==> src/rtl/huffman_pkg.sv <==
// huffman_pkg: symbol format shared between the Huffman decoder and its downstream stages
package huffman_pkg;
  localparam int SYM_W = 4;
  localparam int SYM_MIN = -8;
  localparam int SYM_MAX = 7;
endpackage

==> src/rtl/delta_sample_fifo.sv <==
// delta_sample_fifo: first-word-fall-through FIFO; a full FIFO still accepts a push alongside a pop
module delta_sample_fifo #(
  parameter int W = 9,
  parameter int DEPTH = 8
) (
  input  logic                     clk,
  input  logic                     reset,
  input  logic                     clear,
  input  logic                     push,
  input  logic                     pop,
  input  logic [W-1:0]             din,
  output logic [W-1:0]             dout,
  output logic [$clog2(DEPTH):0]   count,
  output logic                     full,
  output logic                     empty
);
  localparam int AW = $clog2(DEPTH);
  logic [W-1:0] mem_q [DEPTH];
  logic [W-1:0] mem_d [DEPTH];
  logic [AW-1:0] wr_q, wr_d, rd_q, rd_d;
  logic [AW:0] cnt_q, cnt_d;
  logic do_push, do_pop;
  assign count = cnt_q;
  assign full = cnt_q == (AW+1)'(DEPTH);
  assign empty = cnt_q == '0;
  assign dout = mem_q[rd_q];
  always_comb begin
    do_pop = pop && !empty && !clear;
    do_push = push && !clear && (!full || do_pop);
    mem_d = mem_q;
    if (do_push) mem_d[wr_q] = din;
    wr_d = clear ? '0 : wr_q + AW'(do_push);
    rd_d = clear ? '0 : rd_q + AW'(do_pop);
    cnt_d = clear ? '0 : cnt_q + (AW+1)'(do_push) - (AW+1)'(do_pop);
  end
  always_ff @(posedge clk or posedge reset)
    if (reset) begin
      for (int i = 0; i < DEPTH; i++) mem_q[i] <= '0;
      wr_q <= '0;
      rd_q <= '0;
      cnt_q <= '0;
    end else begin
      mem_q <= mem_d;
      wr_q <= wr_d;
      rd_q <= rd_d;
      cnt_q <= cnt_d;
    end
endmodule

==> src/rtl/huffman_delta_reconstructor.sv <==
// huffman_delta_reconstructor: accumulates decoded deltas into saturated samples, tags frame ends
// and buffers them for a valid/ready consumer with almost-full and sticky overflow reporting.
module huffman_delta_reconstructor
  import huffman_pkg::*;
#(
  parameter int SAMPLE_W = 8,
  parameter int FIFO_DEPTH = 8,
  parameter int FRAME_LEN = 64,
  parameter int AFULL_MARGIN = 2
) (
  input  logic                clk,
  input  logic                reset,
  input  logic                sym_valid,
  input  logic [SYM_W-1:0]    sym_data,
  input  logic                clear,
  output logic                m_valid,
  output logic [SAMPLE_W-1:0] m_data,
  output logic                m_last,
  input  logic                m_ready,
  output logic                almost_full,
  output logic                overflow
);
  localparam int AW = $clog2(FIFO_DEPTH);
  localparam int CW = $clog2(FRAME_LEN + 1);
  localparam logic [SAMPLE_W-1:0] SAT_MAX = {1'b0, {(SAMPLE_W-1){1'b1}}};
  localparam logic [SAMPLE_W-1:0] SAT_MIN = ~SAT_MAX;
  logic [SAMPLE_W-1:0] pred_q, pred_d, sat;
  logic [SAMPLE_W:0] sum, dout;
  logic [CW-1:0] fcnt_q, fcnt_d;
  logic [AW:0] count;
  logic overflow_q, overflow_d, last, full, empty;
  always_comb begin
    sum = {pred_q[SAMPLE_W-1], pred_q} + {{(SAMPLE_W+1-SYM_W){sym_data[SYM_W-1]}}, sym_data};
    // the two top bits of the widened sum disagree exactly when the sample range is exceeded
    sat = (sum[SAMPLE_W] != sum[SAMPLE_W-1]) ? (sum[SAMPLE_W] ? SAT_MIN : SAT_MAX) : sum[SAMPLE_W-1:0];
    last = fcnt_q == CW'(FRAME_LEN - 1);
    pred_d = clear ? '0 : !sym_valid ? pred_q : last ? '0 : sat;
    fcnt_d = clear ? '0 : !sym_valid ? fcnt_q : last ? '0 : fcnt_q + CW'(1);
    overflow_d = !clear && (overflow_q || (sym_valid && full && !m_ready));
  end
  always_ff @(posedge clk or posedge reset)
    if (reset) begin
      pred_q <= '0;
      fcnt_q <= '0;
      overflow_q <= 1'b0;
    end else begin
      pred_q <= pred_d;
      fcnt_q <= fcnt_d;
      overflow_q <= overflow_d;
    end
  delta_sample_fifo #(.W(SAMPLE_W + 1), .DEPTH(FIFO_DEPTH)) u_fifo (
    .clk(clk), .reset(reset), .clear(clear), .push(sym_valid), .pop(m_ready),
    .din({last, sat}), .dout(dout), .count(count), .full(full), .empty(empty)
  );
  assign m_valid = !empty;
  assign m_data = dout[SAMPLE_W-1:0];
  assign m_last = dout[SAMPLE_W];
  assign almost_full = count >= (AW+1)'(FIFO_DEPTH - AFULL_MARGIN);
  assign overflow = overflow_q;
endmodule

==> config.mk <==
export PLATFORM = sky130hd
export DESIGN_NAME = huffman_delta_reconstructor
export DESIGN_NICKNAME = d
export VERILOG_FILES = /design/src/rtl/huffman_pkg.sv /design/src/rtl/delta_sample_fifo.sv /design/src/rtl/huffman_delta_reconstructor.sv
export SDC_FILE = /design/constraint.sdc
export NUM_CORES = 1
export LEC_CHECK = 0
export CAP_MARGIN = 20
export CELL_PAD_IN_SITES_DETAIL_PLACEMENT = 0
export CELL_PAD_IN_SITES_GLOBAL_PLACEMENT = 1
export CORE_MARGIN = 3
export CORE_UTILIZATION = 44
export CTS_BUF_LIST = sky130_fd_sc_hd__clkbuf_4 sky130_fd_sc_hd__clkbuf_8 sky130_fd_sc_hd__clkbuf_16
export DETAILED_ROUTE_END_ITERATION = 16
export PLACE_DENSITY_LB_ADDON = 0.1
export SLEW_MARGIN = 20
export SYNTH_ARGS = -nofsm -noshare
export SYNTH_HDL_FRONTEND = slang
export SYNTH_SLANG_ARGS = --single-unit
==> constraint.sdc <==
create_clock -name clk -period 3.1 [get_ports clk]
set_input_delay 0.31 -clock clk [delete_from_list [all_inputs] [get_ports clk]]
set_output_delay 0.31 -clock clk [all_outputs]
set_load 0.01 [all_outputs]
==> qor.txt <==
RUN STATUS
-------------------------------------------------------------------------------------
Outcome                                                                  finished, final reports clean

PLACED DESIGN
-------------------------------------------------------------------------------------
Number of cells in the design after placement                                     644
Estimated wirelength of the detail-placed design                              7.74 mm
Weighted congestion at the end of routability-driven global placement           0.843
Count of input and output buffers                                                  20

TIMING
-------------------------------------------------------------------------------------
Upper clock frequency limit                                                 0.355 GHz
Setup repair after global routing missed its margin                             false
Minimum clock period after layout                                             2.82 ns
Total count of hold-check failures in the final report                              0
Final-report setup violation count                                                  0
Worst Max-Slew Pin Slew                                                      0.832 ns
Slew HR                                                                         44.4%
Setup skew after layout                                                    0.00571 ns
Period utilisation layout                                                       90.9%
Number of slew-limit violations in the final report                                 0

DIE
-------------------------------------------------------------------------------------
DIE WIDTH                                                                      113 um
Count of pins on the block boundary                                                21
Vertical die dimension                                                         113 um
Die Footprint                                                              12800 um^2
Initial standard-cell utilization of the core                                   45.7%
Core Box Area                                                              11000 um^2
Std cell rows                                                                      38

CELLS AND AREA
-------------------------------------------------------------------------------------
Final layout net count                                                            544
Most frequent standard cell in the layout excluding fill and tap cells   sky130_fd_sc_hd__dfrtp_1
Share of cells above drive strength 1                                           18.3%
Synthesis-to-finish area growth                                                 15.5%
Most used cells in the layout excluding fill and tap cells               sky130_fd_sc_hd__dfrtp_1, sky130_fd_sc_hd__nand2_1, sky130_fd_sc_hd__o21ai_0
Share of the core filled with cells                                             52.8%
Number of cells in the finished layout apart from fillers                         658
Number of diodes                                                                    0

LOGIC SYNTHESIS
-------------------------------------------------------------------------------------
Summed instance area of the synthesized netlist                             5040 um^2
Leading register cell type out of synthesis                              sky130_fd_sc_hd__dfrtp_1
Area share of the largest cell type after synthesis                             48.7%
Gate count of the mapped netlist                                                  479
Average instance area after synthesis                                       10.5 um^2
Share of synthesized area occupied by flip-flops and latches                    48.7%
Net count after synthesis                                                         508
Synth top area cells                                                     sky130_fd_sc_hd__dfrtp_1, sky130_fd_sc_hd__mux4_2, sky130_fd_sc_hd__o21ai_0, sky130_fd_sc_hd__nand2_1, sky130_fd_sc_hd__ha_1
Distinct cell type count after synthesis                                           55
Cell taking the most area after synthesis                                sky130_fd_sc_hd__dfrtp_1
Yosys synthesis warning count                                                       0
Number of enable flip-flop cells after synthesis                                    0
Register bit total from synthesis                                                  98
FFs w/ async S/R, synth                                                          100%

POWER AND IR DROP
-------------------------------------------------------------------------------------
Leak                                                                          2.58 nW
Peak ir drop on the vdd network                                              0.477 mV
P per Cell Area                                                           723 nW/um^2
Total power of the final layout                                               4.21 mW

GLOBAL ROUTING
-------------------------------------------------------------------------------------
Global-route total usage across every layer                                     18.7%
Grt ovf                                                                             0
Number of antenna violations at the first check in global routing                   0
Vias in the first global route                                                   3653
Largest net degree at the start of global routing                                  56
Wire length of the first global-routing pass                                  18.8 mm

JOB
-------------------------------------------------------------------------------------
Count of max-cap constraint violations                                              0

CRITICAL PATH
-------------------------------------------------------------------------------------
Peak fanout along the critical path                                                 8
Worst Setup End Kind                                                        flip-flop
Arrival time at the worst endpoint                                            3.02 ns
Critical Setup Path Class                                                      in2reg
Startpoint class of the critical path                                    primary input
Endpoint required time on the critical path                                   3.30 ns
Critical path origin                                                      sym_data[3]
Launch point of the worst reg-to-reg path                                pred_q[1]$_DFFE_PP0P_

CLOCKING
-------------------------------------------------------------------------------------
Deepest level of the CTS H-tree                                                     3
Sinks on the clock net                                                             98
Clock Path Buffers                                                                  2
Source-to-sink clock delay at the later pin of the worst-skew pair            0.34 ns
Post CTS Setup Buffer Count                                                         0
Inserted Clock Buffers                                                              9
Resize count post-CTS                                                               0
Number of hold-repair buffers added at the cts stage                                0
Clock-pin slew on the worst setup and hold paths                              0.07 ns
CTS root buf                                                             sky130_fd_sc_hd__clkbuf_16
Clock tree from TritonCTS                                                        done

DRT
-------------------------------------------------------------------------------------
# DRC                                                                               0
Starting DRT DRC Count                                                            176
First-pass DRT Iterations                                                           4
Number of vias per cell                                                          5.38
Detail-routed net length per standard cell                                    17.0 um
Detail Route Antenna Nets                                                           0
Overall via count from detail_route                                              3542
Routed wire length                                                            11.2 mm

WORST HOLD PATH
-------------------------------------------------------------------------------------
Worst hold path class                                                        in2async

[synthesized netlist by cell type, types with 2 or more instances]
cell                       number
sky130_fd_sc_hd__dfrtp_1       98
sky130_fd_sc_hd__nand2_1       83
sky130_fd_sc_hd__o21ai_0       73
sky130_fd_sc_hd__nor2_1        28
sky130_fd_sc_hd__clkbuf_1      22
sky130_fd_sc_hd__ha_1          18
sky130_fd_sc_hd__mux4_2        18
sky130_fd_sc_hd__mux2_2        17
sky130_fd_sc_hd__inv_1         14
sky130_fd_sc_hd__nor2b_1        9
sky130_fd_sc_hd__xnor2_1        8
sky130_fd_sc_hd__a21oi_1        7
sky130_fd_sc_hd__a211oi_1       5
sky130_fd_sc_hd__a21o_1         5
sky130_fd_sc_hd__nand2b_1       5
sky130_fd_sc_hd__or3_1          5
sky130_fd_sc_hd__nand3_1        4
sky130_fd_sc_hd__or2_2          4
sky130_fd_sc_hd__xor2_1         4
sky130_fd_sc_hd__nand4_1        3
sky130_fd_sc_hd__a21boi_0       2
sky130_fd_sc_hd__a311oi_1       2
sky130_fd_sc_hd__and3_1         2
sky130_fd_sc_hd__buf_6          2
sky130_fd_sc_hd__fa_1           2
sky130_fd_sc_hd__maj3_1         2
sky130_fd_sc_hd__nand3b_1       2
sky130_fd_sc_hd__nor3_1         2
sky130_fd_sc_hd__nor3b_1        2
sky130_fd_sc_hd__o21ai_1        2
sky130_fd_sc_hd__o22ai_1        2
sky130_fd_sc_hd__o31ai_1        2
sky130_fd_sc_hd__or3b_2         2
sky130_fd_sc_hd__or4b_2         2
[kinds of logic (layout without fill, tap and decap cells)]
logic type	after synthesis	count (layout)	share of synthesized area (%)
muxes	37	37	12.3
adders and majority gates	22	22	5.66
xor gates and xnor gates	12	12	2.09
and+or+nand+nor	160	160	15.1
buffers and inverters	39	78	3.23
AOI/OAI and AO/OA	111	111	13.0
DFF	98	98	48.7
[metal layers]
metal	share of wire [%]	track usage, %	wire length [um]	vias up
li1	-	-	-	1753
met1	47	25.8	5310	1726
met2	48	30.6	5380	52
met3	3.3	4.06	366	11
met4	1.1	4.33	127	0
met5	0	0	0	-
[stage by stage]
stage               worst slack [ns]  cell area, um^2  setup TNS, ns  hold slack (ns)
global route                   0.159             5820              0            0.432
global placement              0.0179             5540              0            0.456
finish                         0.283             5820              0            0.375
CTS                            0.313             5820              0            0.399
floorplan                      0.228             5040              0            0.445
detailed placement           -0.0495             5540         -0.238            0.465
[critical path, cell delays in order]
cell and delay, ns:
sky130_fd_sc_hd__clkdlybuf4s50_1 0.53, sky130_fd_sc_hd__ha_1 0.37, sky130_fd_sc_hd__buf_4 0.17, sky130_fd_sc_hd__a211o_1 0.33, sky130_fd_sc_hd__a21oi_4 0.17, sky130_fd_sc_hd__and2_0 0.29, sky130_fd_sc_hd__nand2_1 0.08, sky130_fd_sc_hd__a222oi_1 0.43
sky130_fd_sc_hd__buf_4 0.24, sky130_fd_sc_hd__o21ai_0 0.09
[report_power, final]
group	internal, mW	switching (mW)
Clock	0.582	0.478
Combinational	0.768	0.760
Sequential	1.49	0.124
[sequential cells by signal (all words and copies together) (netlist names)]
register and flops:
u_fifo.mem_q 72, pred_q 8, fcnt_q 7, u_fifo.count 4, u_fifo.rd_q 3, u_fifo.wr_q 3
overflow 1
[path summary, 6_finish.rpt]
| kind | endpoint | slack (ns) | cells past startpoint |
|---|---|---|---|
| setup reg to reg | u_fifo.mem_q[47]$_DFFE_PP0P_ | 0.44 | 8 |
| setup / recovery | u_fifo.mem_q[47]$_DFFE_PP0P_ | 0.28 | 10 |
| hold / removal | u_fifo.mem_q[22]$_DFFE_PP0P_ | 0.37 | 2 |
| max in group asynchronous | u_fifo.mem_q[21]$_DFFE_PP0P_ | 2.03 | 3 |
| hold reg to reg | u_fifo.mem_q[43]$_DFFE_PP0P_ | 0.47 | 2 |
| min in group clk | u_fifo.mem_q[43]$_DFFE_PP0P_ | 0.47 | 2 |
[cell type report]
cell class	instances	area [um^2]
timing repair buffer	50	438
sequential	98	2450
tap	140	175
multi-input combinational	342	2420
fill	1019	5210
clock inverter	3	23.8
clock buffer	11	253
inverter	14	55.1
Note: power is estimated with default switching activity, not from simulation.
==> patch 1 (same settings) <==
`FIFO_DEPTH`: 8 -> 4.
--- a/src/rtl/huffman_delta_reconstructor.sv
+++ b/src/rtl/huffman_delta_reconstructor.sv
@@ -4,7 +4,7 @@
   import huffman_pkg::*;
 #(
   parameter int SAMPLE_W = 8,
-  parameter int FIFO_DEPTH = 8,
+  parameter int FIFO_DEPTH = 4,
   parameter int FRAME_LEN = 64,
   parameter int AFULL_MARGIN = 2
 ) (
Behaviour: not the same (a bounded check fails within 4 cycles, from zero or initial values and one cycle with reset high).
==> patch 1 against the unedited design <==
  * Largest cell class is now multi-input gates
  * Non-clock buffer count is 21 lower
  * Setup slack better by 0.24 ns
  * Global-route usage is 0.58 points lower
  * Sequential cell count is 39 lower
  * Largest power group is now combinational logic
  * Hold slack better by 0.0082 ns
  * Critical endpoint is now u_fifo.mem_q[27]
  * Wire length is 36% lower
  * Fmax is 9.2% higher
  * Final area is 33% lower
  * Cell count is 33% lower
  * Power is 18% lower
  * Area after synthesis is 34% lower
==> patch 1: results (changes against the unedited design) <==
status:
  status: "complete, no violations"  # unchanged
cts:
  cts_root_buffer: "clkbuf_8"  # was clkbuf_16
yosys:
  synthTopCellsByArea: "dfrtp_1 44%, mux4_2 6.1%, ha_1 5.2%"  # was dfrtp_1 49%, mux4_2 8.0%, o21ai_0 7.3%
  synthDistinctLibCells: 58  # was 55
  synthXorXnorAreaFrac: 0.02092  # was 0.02086
  synthMuxAreaShare: 0.09451  # was 0.1232
  synthAdderAreaFrac: 0.06425  # was 0.05663
  synth_compound_area_frac: 0.1804  # was 0.1297
  ys_seq_area_frac: 0.4408  # was 0.4868
  syn_nets: 340  # was 508
worst_setup_path:
  setup.worst_path.start: "sym_data[0]"  # was sym_data[3]
  cp-endpoint: "u_fifo.mem_q[27]"  # was u_fifo.mem_q[47]
  reg2reg_depth: 9  # was 8
  rrSetupSlack_ns: 0.59  # was 0.44 ns
place:
  place.gp.congestion: 0.8705  # was 0.8430
  dpl-instance-area_sq_mm: 0.003674  # was 0.005543 sq mm
  place_hpwl_um: 5262  # was 7736 um
  place_ws_ns: 0.1880  # was -0.04954 ns
global_routing:
  grt_max_degree: 33  # was 56
  use_met2: 0.2567  # was 0.3057
  grt_pass1_wl_um: 12130  # was 18,760 um
  met1_usage: 0.2730  # was 0.2577
  track_usage: 0.1814  # was 0.1872
final_layout:
  reg_top3: "u_fifo.mem_q (36), pred_q (8), fcnt_q (7)"  # was u_fifo.mem_q (72), pred_q (8), fcnt_q (7)
  layout.nets: 366  # was 544
power:
  ir_worst_vdd_uv: 471.9  # was 477.1 uV
  p_switching_mw: 1.291  # was 1.361 mW
  leakagePower_nw: 1.716  # was 2.583 nW
timing:
  tightest_slew_ns: 0.9474  # was 0.8316 ns
  clock_skew_ns: 0.005499  # was 0.005712 ns
  worst_hold_slack_ns: 0.3827  # was 0.3745 ns
drt:
  viasPerCell: 5.599  # was 5.383
patch 1: cell count changes after synthesis, sizes merged, moves of 9 or more:
cell / delta
clkbuf: -16
dfrtp: -39
nor2: +9
nand2: -58
a31oi: +20
o21ai: -66
mux2: -10
mux4: -9
patch 1: power by group through the flow:
stage	Sequential [mW]	Combinational (mW)	Clock [mW]
floorplan	1.09	1.16	0
CTS	1.14	1.58	0.729
finish	1.14	1.59	0.712
global placement	1.15	1.57	0
detailed placement	1.15	1.58	0
global route	1.17	1.76	0.761
patch 1: worst max-delay path, stage by stage:
cell and delay [ns]:
clkdlybuf4s50_1 0.46, ha_1 0.20, inv_1 0.07, fa_1 0.39, nand2b_1 0.21, a211o_1 0.34, a21oi_2 0.27, buf_4 0.24
o211ai_2 0.12, a31oi_1 0.21
patch 1: cell families (layout without fill, tap and decap cells):
logic type      count (synthesis)  in the layout
simple gates                  105            105
compound gates                 79             79
buf+inv                        30             60
xor+xnor                        8              8
mux                            18             18
fa+ha+maj                      16             16
flops                          59             59
patch 1: per-layer routing:
layer | up-vias | part of all wire | wire, um
met4 | 0 | 0.011 | 82
met2 | 39 | 0.45 | 3222
met1 | 1215 | 0.51 | 3702
li1 | 1225 | - | -
met5 | - | 0 | 0
met3 | 7 | 0.028 | 200
patch 1: metrics by stage:
step,std cells,utilization
floorplan,315,-
global route,444,0.5286
finish,444,0.5286
CTS,444,0.5286
detailed placement,429,0.5011
global placement,429,0.5011
patch 1: cell type report:
class / instances / area [sq um]
well taps: 99 / 123.9
multi-input cells: 226 / 1733
fillers: 646 / 3456
clock buffers: 13 / 166.4
clock inverters: 2 / 35.03
inverters: 16 / 60.06
repair buffers: 29 / 280.3
flip-flops and latches: 59 / 1476
==> patch 2 (config.mk and constraints unchanged) <==
Without the edit above. Compare `fcnt_q` against `CW'(FRAME_LEN - 1)` with >= in place of ==.
--- a/src/rtl/huffman_delta_reconstructor.sv
+++ b/src/rtl/huffman_delta_reconstructor.sv
@@ -33,7 +33,7 @@
     sum = {pred_q[SAMPLE_W-1], pred_q} + {{(SAMPLE_W+1-SYM_W){sym_data[SYM_W-1]}}, sym_data};
     // the two top bits of the widened sum disagree exactly when the sample range is exceeded
     sat = (sum[SAMPLE_W] != sum[SAMPLE_W-1]) ? (sum[SAMPLE_W] ? SAT_MIN : SAT_MAX) : sum[SAMPLE_W-1:0];
-    last = fcnt_q == CW'(FRAME_LEN - 1);
+    last = fcnt_q >= CW'(FRAME_LEN - 1);
     pred_d = clear ? '0 : !sym_valid ? pred_q : last ? '0 : sat;
     fcnt_d = clear ? '0 : !sym_valid ? fcnt_q : last ? '0 : fcnt_q + CW'(1);
     overflow_d = !clear && (overflow_q || (sym_valid && full && !m_ready));
Function: no difference found for any inputs over 4 cycles, from zero or initial values and one cycle with reset high; that may be too few to reach the edited logic, so the function may still have changed.
==> patch 2 against the unedited design <==
  * Final area is 3.7% lower
  * First-iteration DRC count is 1.1% higher
  * Critical path type is now reg2out
  * Hold slack better by 0.019 ns
  * Sequential cell count stayed put
  * Global-route usage is 0.43 points lower
  * Wire length is 4.0% lower
  * Via count is 3.6% lower
  * Area after synthesis is 3.2% lower
  * Non-clock buffer count is 10 lower
  * Cell count is 3.6% lower
  * Power is 2.5% lower
  * Setup slack better by 0.052 ns
  * Combinational power is 7% lower
==> patch 2: results (changes against the unedited design) <==
final_layout:
  n_all_buffers: 40  # was 50
  buf_share: 0.06923  # was 0.07525
  multiInputCombCellCount: 335  # was 342
  clock_area_frac: 0.04578  # was 0.04752
  seq_share: 0.4377  # was 0.4214
  nClkBuffers: 10  # was 11
  seq_cell_count: 98  # unchanged
  drive_above_1_share: 0.1546  # was 0.1834
  fin_area_sq_mm: 0.005603  # was 0.005819 sq mm
  fill_cells: 959  # was 1,019
  n_all_inverters: 9  # was 14
  multi_input_area_sq_mm: 0.002300  # was 0.002422 sq mm
  layout.nets: 522  # was 544
drt:
  vias: 3414  # was 3,542
  viasPerCell: 5.385  # was 5.383
  routed_wirelength_um: 10730  # was 11,180 um
  drtIter0Drc: 178  # was 176
yosys:
  syn_nets: 493  # was 508
  synthDistinctLibCells: 44  # was 55
  synthTopCellsByCount: "98 x dfrtp_1, 57 x o21ai_0, 56 x nand2_1, 55 x nor2_1, 46 x a21oi_1"  # was 98 x dfrtp_1, 83 x nand2_1, 73 x o21ai_0, 28 x nor2_1, 22 x clkbuf_1
  synthTopCellsByArea: "dfrtp_1 50%, mux4_2 8.3%, o21ai_0 5.8%"  # was dfrtp_1 49%, mux4_2 8.0%, o21ai_0 7.3%
  ys_seq_area_frac: 0.5028  # was 0.4868
  synth-async-reset-ratio: 1.000  # unchanged
  synthCells: 464  # was 479
  netlist_area_sq_mm: 0.004877  # was 0.005037 sq mm
worst_setup_path:
  arrival_ns: 2.45  # was 3.02 ns
  critPathMaxFanout: 16  # was 8
  r2r-end: "u_fifo.mem_q[33]"  # was u_fifo.mem_q[47]
  cpMaxStageDelayCell: "dfrtp_1"  # was clkdlybuf4s50_1
timing:
  worst_hold_slack_ns: 0.3933  # was 0.3745 ns
  clock_skew_ns: 0.01117  # was 0.005712 ns
  tightest_slew_ns: 1.005  # was 0.8316 ns
place:
  place_inst: 618  # was 644
  place_ws_ns: 0.09900  # was -0.04954 ns
  dpl-instance-area_sq_mm: 0.005346  # was 0.005543 sq mm
  place.gp.congestion: 0.7891  # was 0.8430
  place_hpwl_um: 7369  # was 7736 um
cts:
  clkLatencyLatePin_ns: 0.37  # was 0.34 ns
  clk_pin_slew_ns: 0.10  # was 0.07 ns
  cts_root_buffer: "clkbuf_8"  # was clkbuf_16
  clock_path_buffers: 2  # unchanged
global_routing:
  met1_usage: 0.2496  # was 0.2577
  grt_pass1_vias: 3476  # was 3,653
  use_met2: 0.3024  # was 0.3057
  grt_max_degree: 53  # was 56
  grt_pass1_wl_um: 17990  # was 18,760 um
  track_usage: 0.1829  # was 0.1872
  use_met3: 0.03657  # was 0.04064
power:
  p_switching_mw: 1.357  # was 1.361 mW
  ir_worst_vdd_uv: 396.4  # was 477.1 uV
  leakagePower_nw: 2.502  # was 2.583 nW
status:
  status: "complete, no violations"  # unchanged
[patch 2: metal layers]
layer | share of wire | vias to the layer above
met4 | 0.012 | 0
met3 | 0.045 | 11
met2 | 0.49 | 80
met5 | 0 | -
met1 | 0.45 | 1639
li1 | - | 1684
[patch 2: power by group through the flow]
stage               clock network (mW)  logic, mW  registers [mW]
floorplan                            0      0.990            1.61
global placement                     0       1.42            1.65
detailed placement                   0       1.45            1.66
CTS                               1.06       1.46            1.63
global route                      1.13       1.60            1.66
finish                            1.04       1.43            1.63
[patch 2: worst max-delay path by stage]
| stage | startpoint | to | slack (ns) | depth (start not counted) |
|---|---|---|---|---|
| after floorplan | reset | fcnt_q[0] | 0.23 | 1 |
| after global placement | sym_data[0] | u_fifo.mem_q[65] | 0.13 | 12 |
| after detailed placement | sym_data[3] | u_fifo.mem_q[31] | 0.1 | 10 |
| after CTS | u_fifo.rd_q[0] | m_last | 0.31 | 4 |
| after global routing | pred_q[0] | u_fifo.mem_q[47] | 0.16 | 11 |
| final | u_fifo.rd_q[0] | m_last | 0.34 | 4 |
[patch 2: worst max-delay path: cells and delay by family, from the launching register on]
family                 cells  cell delay (ns)
buffers and inverters      2             0.73
flip-flops                 1             0.53
multiplexers               2             0.83
[patch 2: cell families after synthesis]
group | share of synthesized area
AO/OA/AOI/OAI | 0.1496
XOR/XNOR | 0.01796
adder cells (fa/ha/maj) | 0.05439
buffers and inverters | 0.02565
flip-flops | 0.5028
multiplexers | 0.1060
AND/OR/NAND/NOR | 0.1437
